## config.mk

```make
export PLATFORM = sky130hd
export DESIGN_NAME = tri_side_gen
export DESIGN_NICKNAME = d
export VERILOG_FILES = /design/src/rtl/tri_pkg.sv /design/src/rtl/tri_side_gen_isqrt_seq.sv /design/src/rtl/tri_side_gen.sv
export SDC_FILE = /design/constraint.sdc
export NUM_CORES = 2
export LEC_CHECK = 0
export ABC_AREA = 1
export BUFFER_PORTS_ARGS = -buffer_cell sky130_fd_sc_hd__buf_2
export CORE_MARGIN = 4
export CORE_UTILIZATION = 35
export CTS_BUF_LIST = sky130_fd_sc_hd__clkbuf_4 sky130_fd_sc_hd__clkbuf_8 sky130_fd_sc_hd__clkbuf_16
export DETAILED_ROUTE_END_ITERATION = 10
export PLACE_DENSITY_LB_ADDON = 0.12
export SETUP_SLACK_MARGIN = 0.2
export SYNTH_ARGS = -nofsm -noshare
export SYNTH_HDL_FRONTEND = slang
export SYNTH_SLANG_ARGS = --single-unit
```

## constraint.sdc

```tcl
create_clock -name CLK -period 17.7 [get_ports CLK]
set_input_delay 0.885 -clock CLK [delete_from_list [all_inputs] [get_ports CLK]]
set_output_delay 0.885 -clock CLK [all_outputs]
set_load 0.02 [all_outputs]
```

## src/rtl/tri_pkg.sv

```systemverilog
// Shared definitions for the triangle side-length generator: widths,
// square-root iteration count and the control FSM state type.
package tri_pkg;

  localparam int COORD_W   = 16;
  localparam int SIDE_W    = COORD_W + 1;
  localparam int RAD_W     = 2 * COORD_W + 2;
  localparam int SQRT_ITER = SIDE_W;

  typedef enum logic [1:0] {
    ST_IDLE = 2'd0,
    ST_LOAD = 2'd1,
    ST_SQRT = 2'd2,
    ST_EMIT = 2'd3
  } state_e;

endpackage

```

## src/rtl/tri_side_gen_isqrt_seq.sv

```systemverilog
// Bit-serial restoring integer square root: floor(sqrt(rad_i)).
// A start pulse while idle latches the radicand, ITERS cycles of one
// root bit each follow, and done_o pulses for one cycle with root_o final.
module isqrt_seq #(
  parameter int RAD_W  = tri_pkg::RAD_W,
  parameter int ROOT_W = tri_pkg::SIDE_W,
  parameter int ITERS  = tri_pkg::SQRT_ITER
) (
  input  logic              clk_i,
  input  logic              rst_ni,
  input  logic              start_i,
  input  logic [RAD_W-1:0]  rad_i,
  output logic              busy_o,
  output logic              done_o,
  output logic [ROOT_W-1:0] root_o
);

  localparam int RemW  = ROOT_W + 3;
  localparam int RemQW = ROOT_W + 1;
  localparam int CntW  = $clog2(ITERS + 1);

  logic [RAD_W-1:0]  radSh_q, radSh_d;
  logic [RemQW-1:0]  rem_q, rem_d;
  logic [ROOT_W-1:0] root_q, root_d;
  logic [CntW-1:0]   iter_q, iter_d;
  logic              busy_q, busy_d;
  logic              done_q, done_d;
  logic [RemW-1:0]   remShift;
  logic [RemW-1:0]   trial;

  // One restoring step per busy cycle: pull in the next two radicand bits
  // and keep the trial subtraction only when it does not go negative.
  always_comb begin
    remShift = {rem_q, radSh_q[RAD_W-1 -: 2]};
    trial    = RemW'({root_q, 2'b01});
    radSh_d  = radSh_q;
    rem_d    = rem_q;
    root_d   = root_q;
    iter_d   = iter_q;
    busy_d   = busy_q;
    done_d   = 1'b0;
    if (start_i && !busy_q) begin
      radSh_d = rad_i;
      rem_d   = '0;
      root_d  = '0;
      iter_d  = '0;
      busy_d  = 1'b1;
    end else if (busy_q) begin
      radSh_d = radSh_q << 2;
      if (remShift >= trial) begin
        rem_d  = RemQW'(remShift - trial);
        root_d = {root_q[ROOT_W-2:0], 1'b1};
      end else begin
        rem_d  = RemQW'(remShift);
        root_d = {root_q[ROOT_W-2:0], 1'b0};
      end
      if (iter_q == CntW'(ITERS - 1)) begin
        busy_d = 1'b0;
        done_d = 1'b1;
      end else begin
        iter_d = iter_q + CntW'(1);
      end
    end
  end

  // Iteration state registers, cleared by the asynchronous reset.
  always_ff @(posedge clk_i or negedge rst_ni) begin
    if (!rst_ni) begin
      radSh_q <= '0;
      rem_q   <= '0;
      root_q  <= '0;
      iter_q  <= '0;
      busy_q  <= 1'b0;
      done_q  <= 1'b0;
    end else begin
      radSh_q <= radSh_d;
      rem_q   <= rem_d;
      root_q  <= root_d;
      iter_q  <= iter_d;
      busy_q  <= busy_d;
      done_q  <= done_d;
    end
  end

  assign busy_o = busy_q;
  assign done_o = done_q;
  assign root_o = root_q;

endmodule

```

## src/rtl/tri_side_gen.sv

```systemverilog
// Triangle side-length generator: collects six coordinates, computes the
// three side lengths with one shared sequential square root, then streams
// the coordinates followed by a, b, c to the incenter stage.
module tri_side_gen #(
  parameter int COORD_W = tri_pkg::COORD_W,
  parameter int SIDE_W  = tri_pkg::SIDE_W
) (
  input  logic               CLK,
  input  logic               RESET_N,
  input  logic [COORD_W-1:0] IN_DATA,
  input  logic               IN_VALID,
  output logic               IN_READY,
  output logic [SIDE_W-1:0]  OUT_DATA,
  output logic               OUT_VALID
);

  import tri_pkg::*;

  localparam int RadW = 2 * SIDE_W;

  state_e             state_q, state_d;
  logic [2:0]         wordCnt_q, wordCnt_d;
  logic [1:0]         startIdx_q, startIdx_d;
  logic [1:0]         doneIdx_q, doneIdx_d;
  logic [3:0]         emitIdx_q, emitIdx_d;
  logic [COORD_W-1:0] coord_q [6];
  logic [COORD_W-1:0] coord_d [6];
  logic [SIDE_W-1:0]  side_q [3];
  logic [SIDE_W-1:0]  side_d [3];
  logic [SIDE_W-1:0]  outData_q, outData_d;
  logic               outValid_q, outValid_d;

  logic               accept;
  logic               sqrtStart;
  logic               sqrtBusy;
  logic               sqrtDone;
  logic [RadW-1:0]    radicand;
  logic [SIDE_W-1:0]  sqrtRoot;
  logic [SIDE_W-1:0]  emitWord;

  // Squared Euclidean distance between two points, exact (no truncation).
  function automatic logic [RadW-1:0] distSq(input logic [COORD_W-1:0] xa,
                                             input logic [COORD_W-1:0] ya,
                                             input logic [COORD_W-1:0] xb,
                                             input logic [COORD_W-1:0] yb);
    logic signed [COORD_W:0] dx, dy;
    logic [COORD_W-1:0]      ax, ay;
    logic [2*COORD_W-1:0]    sx, sy;
    dx = $signed({1'b0, xa}) - $signed({1'b0, xb});
    dy = $signed({1'b0, ya}) - $signed({1'b0, yb});
    ax = dx[COORD_W] ? COORD_W'(-dx) : COORD_W'(dx);
    ay = dy[COORD_W] ? COORD_W'(-dy) : COORD_W'(dy);
    sx = {{COORD_W{1'b0}}, ax} * {{COORD_W{1'b0}}, ax};
    sy = {{COORD_W{1'b0}}, ay} * {{COORD_W{1'b0}}, ay};
    distSq = RadW'(sx) + RadW'(sy);
  endfunction

  assign IN_READY  = (state_q == ST_IDLE) || (state_q == ST_LOAD);
  assign accept    = IN_VALID && IN_READY;
  assign sqrtStart = (state_q == ST_SQRT) && !sqrtBusy && (startIdx_q != 2'd3);
  assign OUT_DATA  = outData_q;
  assign OUT_VALID = outValid_q;

  // Radicand for the side about to be started: a=P2P3, b=P1P3, c=P1P2.
  always_comb begin
    radicand = '0;
    case (startIdx_q)
      2'd0:    radicand = distSq(coord_q[2], coord_q[3], coord_q[4], coord_q[5]);
      2'd1:    radicand = distSq(coord_q[0], coord_q[1], coord_q[4], coord_q[5]);
      2'd2:    radicand = distSq(coord_q[0], coord_q[1], coord_q[2], coord_q[3]);
      default: radicand = '0;
    endcase
  end

  // Output word selected by the emit position: six coordinates, then sides.
  always_comb begin
    emitWord = '0;
    case (emitIdx_q)
      4'd1:    emitWord = SIDE_W'(coord_q[1]);
      4'd2:    emitWord = SIDE_W'(coord_q[2]);
      4'd3:    emitWord = SIDE_W'(coord_q[3]);
      4'd4:    emitWord = SIDE_W'(coord_q[4]);
      4'd5:    emitWord = SIDE_W'(coord_q[5]);
      4'd6:    emitWord = side_q[0];
      4'd7:    emitWord = side_q[1];
      4'd8:    emitWord = side_q[2];
      default: emitWord = '0;
    endcase
  end

  // Frame control: load six words, run three square roots back to back,
  // then stream nine words; the output register is zero outside EMIT.
  always_comb begin
    state_d    = state_q;
    wordCnt_d  = wordCnt_q;
    startIdx_d = startIdx_q;
    doneIdx_d  = doneIdx_q;
    emitIdx_d  = emitIdx_q;
    coord_d    = coord_q;
    side_d     = side_q;
    outData_d  = '0;
    outValid_d = 1'b0;
    case (state_q)
      ST_IDLE: begin
        if (accept) begin
          coord_d[0] = IN_DATA;
          wordCnt_d  = 3'd1;
          state_d    = ST_LOAD;
        end
      end
      ST_LOAD: begin
        if (accept) begin
          coord_d[wordCnt_q] = IN_DATA;
          if (wordCnt_q == 3'd5) begin
            wordCnt_d  = 3'd0;
            startIdx_d = 2'd0;
            doneIdx_d  = 2'd0;
            state_d    = ST_SQRT;
          end else begin
            wordCnt_d = wordCnt_q + 3'd1;
          end
        end
      end
      ST_SQRT: begin
        if (sqrtStart) begin
          startIdx_d = startIdx_q + 2'd1;
        end
        if (sqrtDone) begin
          side_d[doneIdx_q] = sqrtRoot;
          doneIdx_d = doneIdx_q + 2'd1;
          if (doneIdx_q == 2'd2) begin
            state_d    = ST_EMIT;
            outValid_d = 1'b1;
            outData_d  = SIDE_W'(coord_q[0]);
            emitIdx_d  = 4'd1;
          end
        end
      end
      ST_EMIT: begin
        if (emitIdx_q == 4'd9) begin
          emitIdx_d = 4'd0;
          state_d   = ST_IDLE;
        end else begin
          outValid_d = 1'b1;
          outData_d  = emitWord;
          emitIdx_d  = emitIdx_q + 4'd1;
        end
      end
      default: state_d = ST_IDLE;
    endcase
  end

  // Frame state registers; reset aborts any frame in progress.
  always_ff @(posedge CLK or negedge RESET_N) begin
    if (!RESET_N) begin
      state_q    <= ST_IDLE;
      wordCnt_q  <= '0;
      startIdx_q <= '0;
      doneIdx_q  <= '0;
      emitIdx_q  <= '0;
      outData_q  <= '0;
      outValid_q <= 1'b0;
      for (int i = 0; i < 6; i++) coord_q[i] <= '0;
      for (int i = 0; i < 3; i++) side_q[i] <= '0;
    end else begin
      state_q    <= state_d;
      wordCnt_q  <= wordCnt_d;
      startIdx_q <= startIdx_d;
      doneIdx_q  <= doneIdx_d;
      emitIdx_q  <= emitIdx_d;
      outData_q  <= outData_d;
      outValid_q <= outValid_d;
      coord_q    <= coord_d;
      side_q     <= side_d;
    end
  end

  isqrt_seq #(
    .RAD_W (RadW),
    .ROOT_W(SIDE_W),
    .ITERS (SIDE_W)
  ) uSqrt (
    .clk_i  (CLK),
    .rst_ni (RESET_N),
    .start_i(sqrtStart),
    .rad_i  (radicand),
    .busy_o (sqrtBusy),
    .done_o (sqrtDone),
    .root_o (sqrtRoot)
  );

endmodule
```

==> run metrics <==
RSZ-0062 raised after global routing=false; GRT Residual Overflow=0; dpl ws=6.384 ns; synthesis-to-finish area growth=6.299%; clock root buffer master=clkbuf_16; status=finished, final reports clean; Worst EP required=18.18 ns; CTS tree=built; DR iter-0 viols=3456; max-slew headroom at the worst pin=0.1927; routed length per instance=19.78 um; complex-gate fraction of the synthesized area=0.07894; Hold Path Class=in -> async; Yosys warning count=0; largest net degree at the start of global routing=122; crit path from=coord_q[64]; Slew Viols, Final=0; Worst path most repeated cell=nand2_1; Post-CTS Hold Fix Bufs=0; number of cell rows=156; clk slew on worst S/H paths=0.07 ns; crit path capture=uSqrt.radSh_q[29]; multiplexer share of the synthesized area=0; Worst setup SP type=flip-flop; GPL Wtd Cong=0.9143; r2r endpoint=uSqrt.radSh_q[29]; IO buf count=37; Critical Path End Type=flip-flop; Final Hold Vio Count=0; Worst-Skew Late Latency=0.60 ns; TNS Setup=0 ns; Max Root-Sink Buffers=3; Final Instance Area=67860 um^2; first-pass GRT wire length=316900 um; Die H=435.1 um; Fmax=0.08774 GHz; Post-CTS Resized=0; Yosys cell types=69; Hold WS=0.4164 ns; Cells after Synth=7875; share of the synthesized netlist area taken by xor and xnor gates=0.02058; slowest library cell on the worst path=clkinv_1; share of cells above drive strength 1=0.04348; hpwl dp=174400 um; Initial Util=0.3524; CP max FO=19; core area=181100 um^2; adder-cell share of the synthesized area=0.5046; Mapped Area=63840 um^2; total number of vias=49960; worst r2r path cells=46; Max Cap Viol=0; reg-to-reg startpoint=coord_q[64]; Clock Skew=0.01543 ns; Final period util=0.6439; Crit Path Class=reg -> reg; CTS Buf Count=31; post-route ant nets=0; Ports=38; Tightest Pin Transition=1.208 ns; vias in the first global route=52555; die width=435.1 um; simple-gate share of the synthesized area=0.1587; Avg Inst Size Synth=8.107 um^2; FF+latch count, synth=254; vias per inst=4.880; EDFF count, synth=0; nets@finish=9738; initial antenna violation count=3; Most used DFF post-synth=dfrtp_1; combinational family with the most area after synthesis=adder cells; Final min period=11.40 ns; Seq/Total Area, Yosys=0.09956; Worst path max stage delay=0.68 ns; Sink Count=254; CP arrival=11.88 ns; # setup viols final=0; async set-or-reset flop fraction in the synthesized netlist=1.000; Total Wirelength=202500 um; Setup Buffers After CTS=0; DIE AREA=189300 um^2; placed cell area=66750 um^2; DRC errors left=0; H-tree depth=1; gr usage total=0.2148; final worst slack=6.303 ns; syn nets=9772; R2R setup slack=6.30 ns; Pre-Repair DR Iteration Count=6
## synth_stat cells (5+ instances only)
cell type / n / area, um^2
inv_1: 2091 / 7849
nand2_1: 1235 / 4636
fa_1: 1161 / 23240
ha_1: 717 / 8971
nor2_1: 716 / 2688
o21ai_0: 362 / 1812
nand3_1: 258 / 1291
dfrtp_1: 254 / 6356
a21oi_1: 252 / 1261
clkbuf_1: 102 / 382.9
xor2_1: 84 / 735.7
nand4_1: 51 / 319.1
buf_2: 47 / 235.2
xnor2_1: 43 / 376.6
nor3_1: 41 / 205.2
inv_2: 34 / 127.6
o22ai_1: 33 / 206.5
or2_2: 32 / 200.2
a221oi_1: 31 / 271.5
a31o_2: 26 / 227.7
o21bai_1: 24 / 180.2
nand3b_1: 23 / 172.7
nand2_2: 22 / 137.6
o21a_1: 18 / 135.1
a21o_1: 16 / 120.1
o211ai_1: 15 / 112.6
nor4_1: 13 / 81.33
clkinv_1: 12 / 45.04
nor2_2: 11 / 68.82
a31oi_1: 10 / 62.56
nor3_2: 10 / 100.1
a21boi_0: 9 / 67.56
o2111ai_1: 8 / 70.07
o21ai_1: 8 / 40.04
buf_4: 7 / 52.55
o221ai_1: 7 / 61.31
a21oi_2: 6 / 52.55
a32o_1: 6 / 60.06
buf_6: 6 / 67.56
nand3_2: 6 / 60.06
or2_1: 6 / 37.54
xor2_2: 6 / 97.59
buf_1: 5 / 18.77
o31ai_1: 5 / 37.54
## cells by family after synthesis
| family | Yosys count |
|---|---|
| simple gates | 2437 |
| buf+inv | 2305 |
| fa+ha+maj | 1878 |
| compound gates | 863 |
| flops | 254 |
| xor+xnor | 138 |
## per-layer routing
layer  GRT usage  wire [um]  vias to the layer above
li1            -          -                    23680
met1      0.3088      95020                    25034
met2      0.3653      96360                     1107
met3     0.01388       7860                      139
met4     0.02819       3216                        0
met5           0          0                        -
## flip-flops by register name, summed over array words and instances (netlist names)
register and cells:
uSqrt.radSh_q 34, side_q 51, startIdx_q 2, coord_q 96, uSqrt.done_o 1, state_q 2
uSqrt.rem_q 18, OUT_VALID 1, uSqrt.busy_o 1, wordCnt_q 3, OUT_DATA 17, emitIdx_q 4
uSqrt.root_o 17, uSqrt.iter_q 5, doneIdx_q 2
## metrics by stage
stage / std cells / utilization
6_report: 10237 / 0.3746
5_1_grt: 10236 / 0.3746
4_1_cts: 10236 / 0.3746
3_5_place_dp: 10178 / 0.3685
3_3_place_gp: 10178 / 0.3685
2_1_floorplan: 7875 / -
## layout by cell type, fill, tap and decap left out, types with 9 or more instances in the layout
| cell type | Yosys | layout |
|---|---|---|
| nor2_2 | 11 | 12 |
| nor4_1 | 13 | 13 |
| nor3_2 | 10 | 12 |
| buf_2 | 47 | 36 |
| a21o_1 | 16 | 16 |
| nor3_1 | 41 | 39 |
| nand2_1 | 1235 | 1235 |
| dfrtp_1 | 254 | 254 |
| a21boi_0 | 9 | 9 |
| nand2_2 | 22 | 22 |
| o21bai_1 | 24 | 24 |
| nor2_1 | 716 | 714 |
| xnor2_1 | 43 | 43 |
| a31oi_1 | 10 | 10 |
| clkinv_2 | 0 | 9 |
| nand4_1 | 51 | 51 |
| clkinv_1 | 12 | 12 |
| nand3_1 | 258 | 258 |
| clkbuf_16 | 0 | 31 |
| o22ai_1 | 33 | 33 |
| a221oi_1 | 31 | 31 |
| buf_4 | 7 | 63 |
| fa_1 | 1161 | 1161 |
| a21oi_1 | 252 | 252 |
| inv_1 | 2091 | 2091 |
| o21ai_0 | 362 | 360 |
| inv_2 | 34 | 34 |
| ha_1 | 717 | 717 |
| a31o_2 | 26 | 26 |
| xor2_1 | 84 | 83 |
| o21a_1 | 18 | 18 |
| o21ai_1 | 8 | 9 |
| or2_2 | 32 | 32 |
| nand3b_1 | 23 | 23 |
| o211ai_1 | 15 | 15 |
## worst min path at each step
| stage | slack [ns] | startpoint | cells past startpoint | end |
|---|---|---|---|---|
| 6_report | 0.42 | RESET_N | 1 | OUT_DATA[3] |
| 5_1_grt | 0.48 | RESET_N | 1 | coord_q[12] |
| 4_1_cts | 0.42 | RESET_N | 1 | OUT_DATA[3] |
| 3_5_place_dp | 0.47 | uSqrt.radSh_q[8] | 2 | uSqrt.radSh_q[8] |
| 3_3_place_gp | 0.46 | uSqrt.radSh_q[8] | 2 | uSqrt.radSh_q[8] |
| 2_1_floorplan | 0.44 | uSqrt.radSh_q[22] | 2 | uSqrt.radSh_q[22] |
## final cells by class
| type | count | area (um^2) |
|---|---|---|
| antenna | 1 | 2.502 |
| sequential | 254 | 6356 |
| clock inverter | 18 | 217.7 |
| timing repair buffer | 100 | 668.1 |
| fill | 19092 | 113300 |
| tap | 2370 | 2965 |
| clock buffer | 40 | 893.4 |
| inverter | 2138 | 8028 |
| multi-input combinational | 5316 | 48730 |
## critical path: cells and delay by family (launching register included)
kind,cells,cell delay (ns)
adder cells (fa/ha/maj),11,4.92
buffers and inverters,10,1.36
AO/OA/AOI/OAI,9,1.95
AND/OR/NAND/NOR,16,2.58
flip-flops,1,0.41
Power is left out: the tool's default activity adds up to more than one toggle a clock period on the data nets, which glitch-free logic cannot reach.
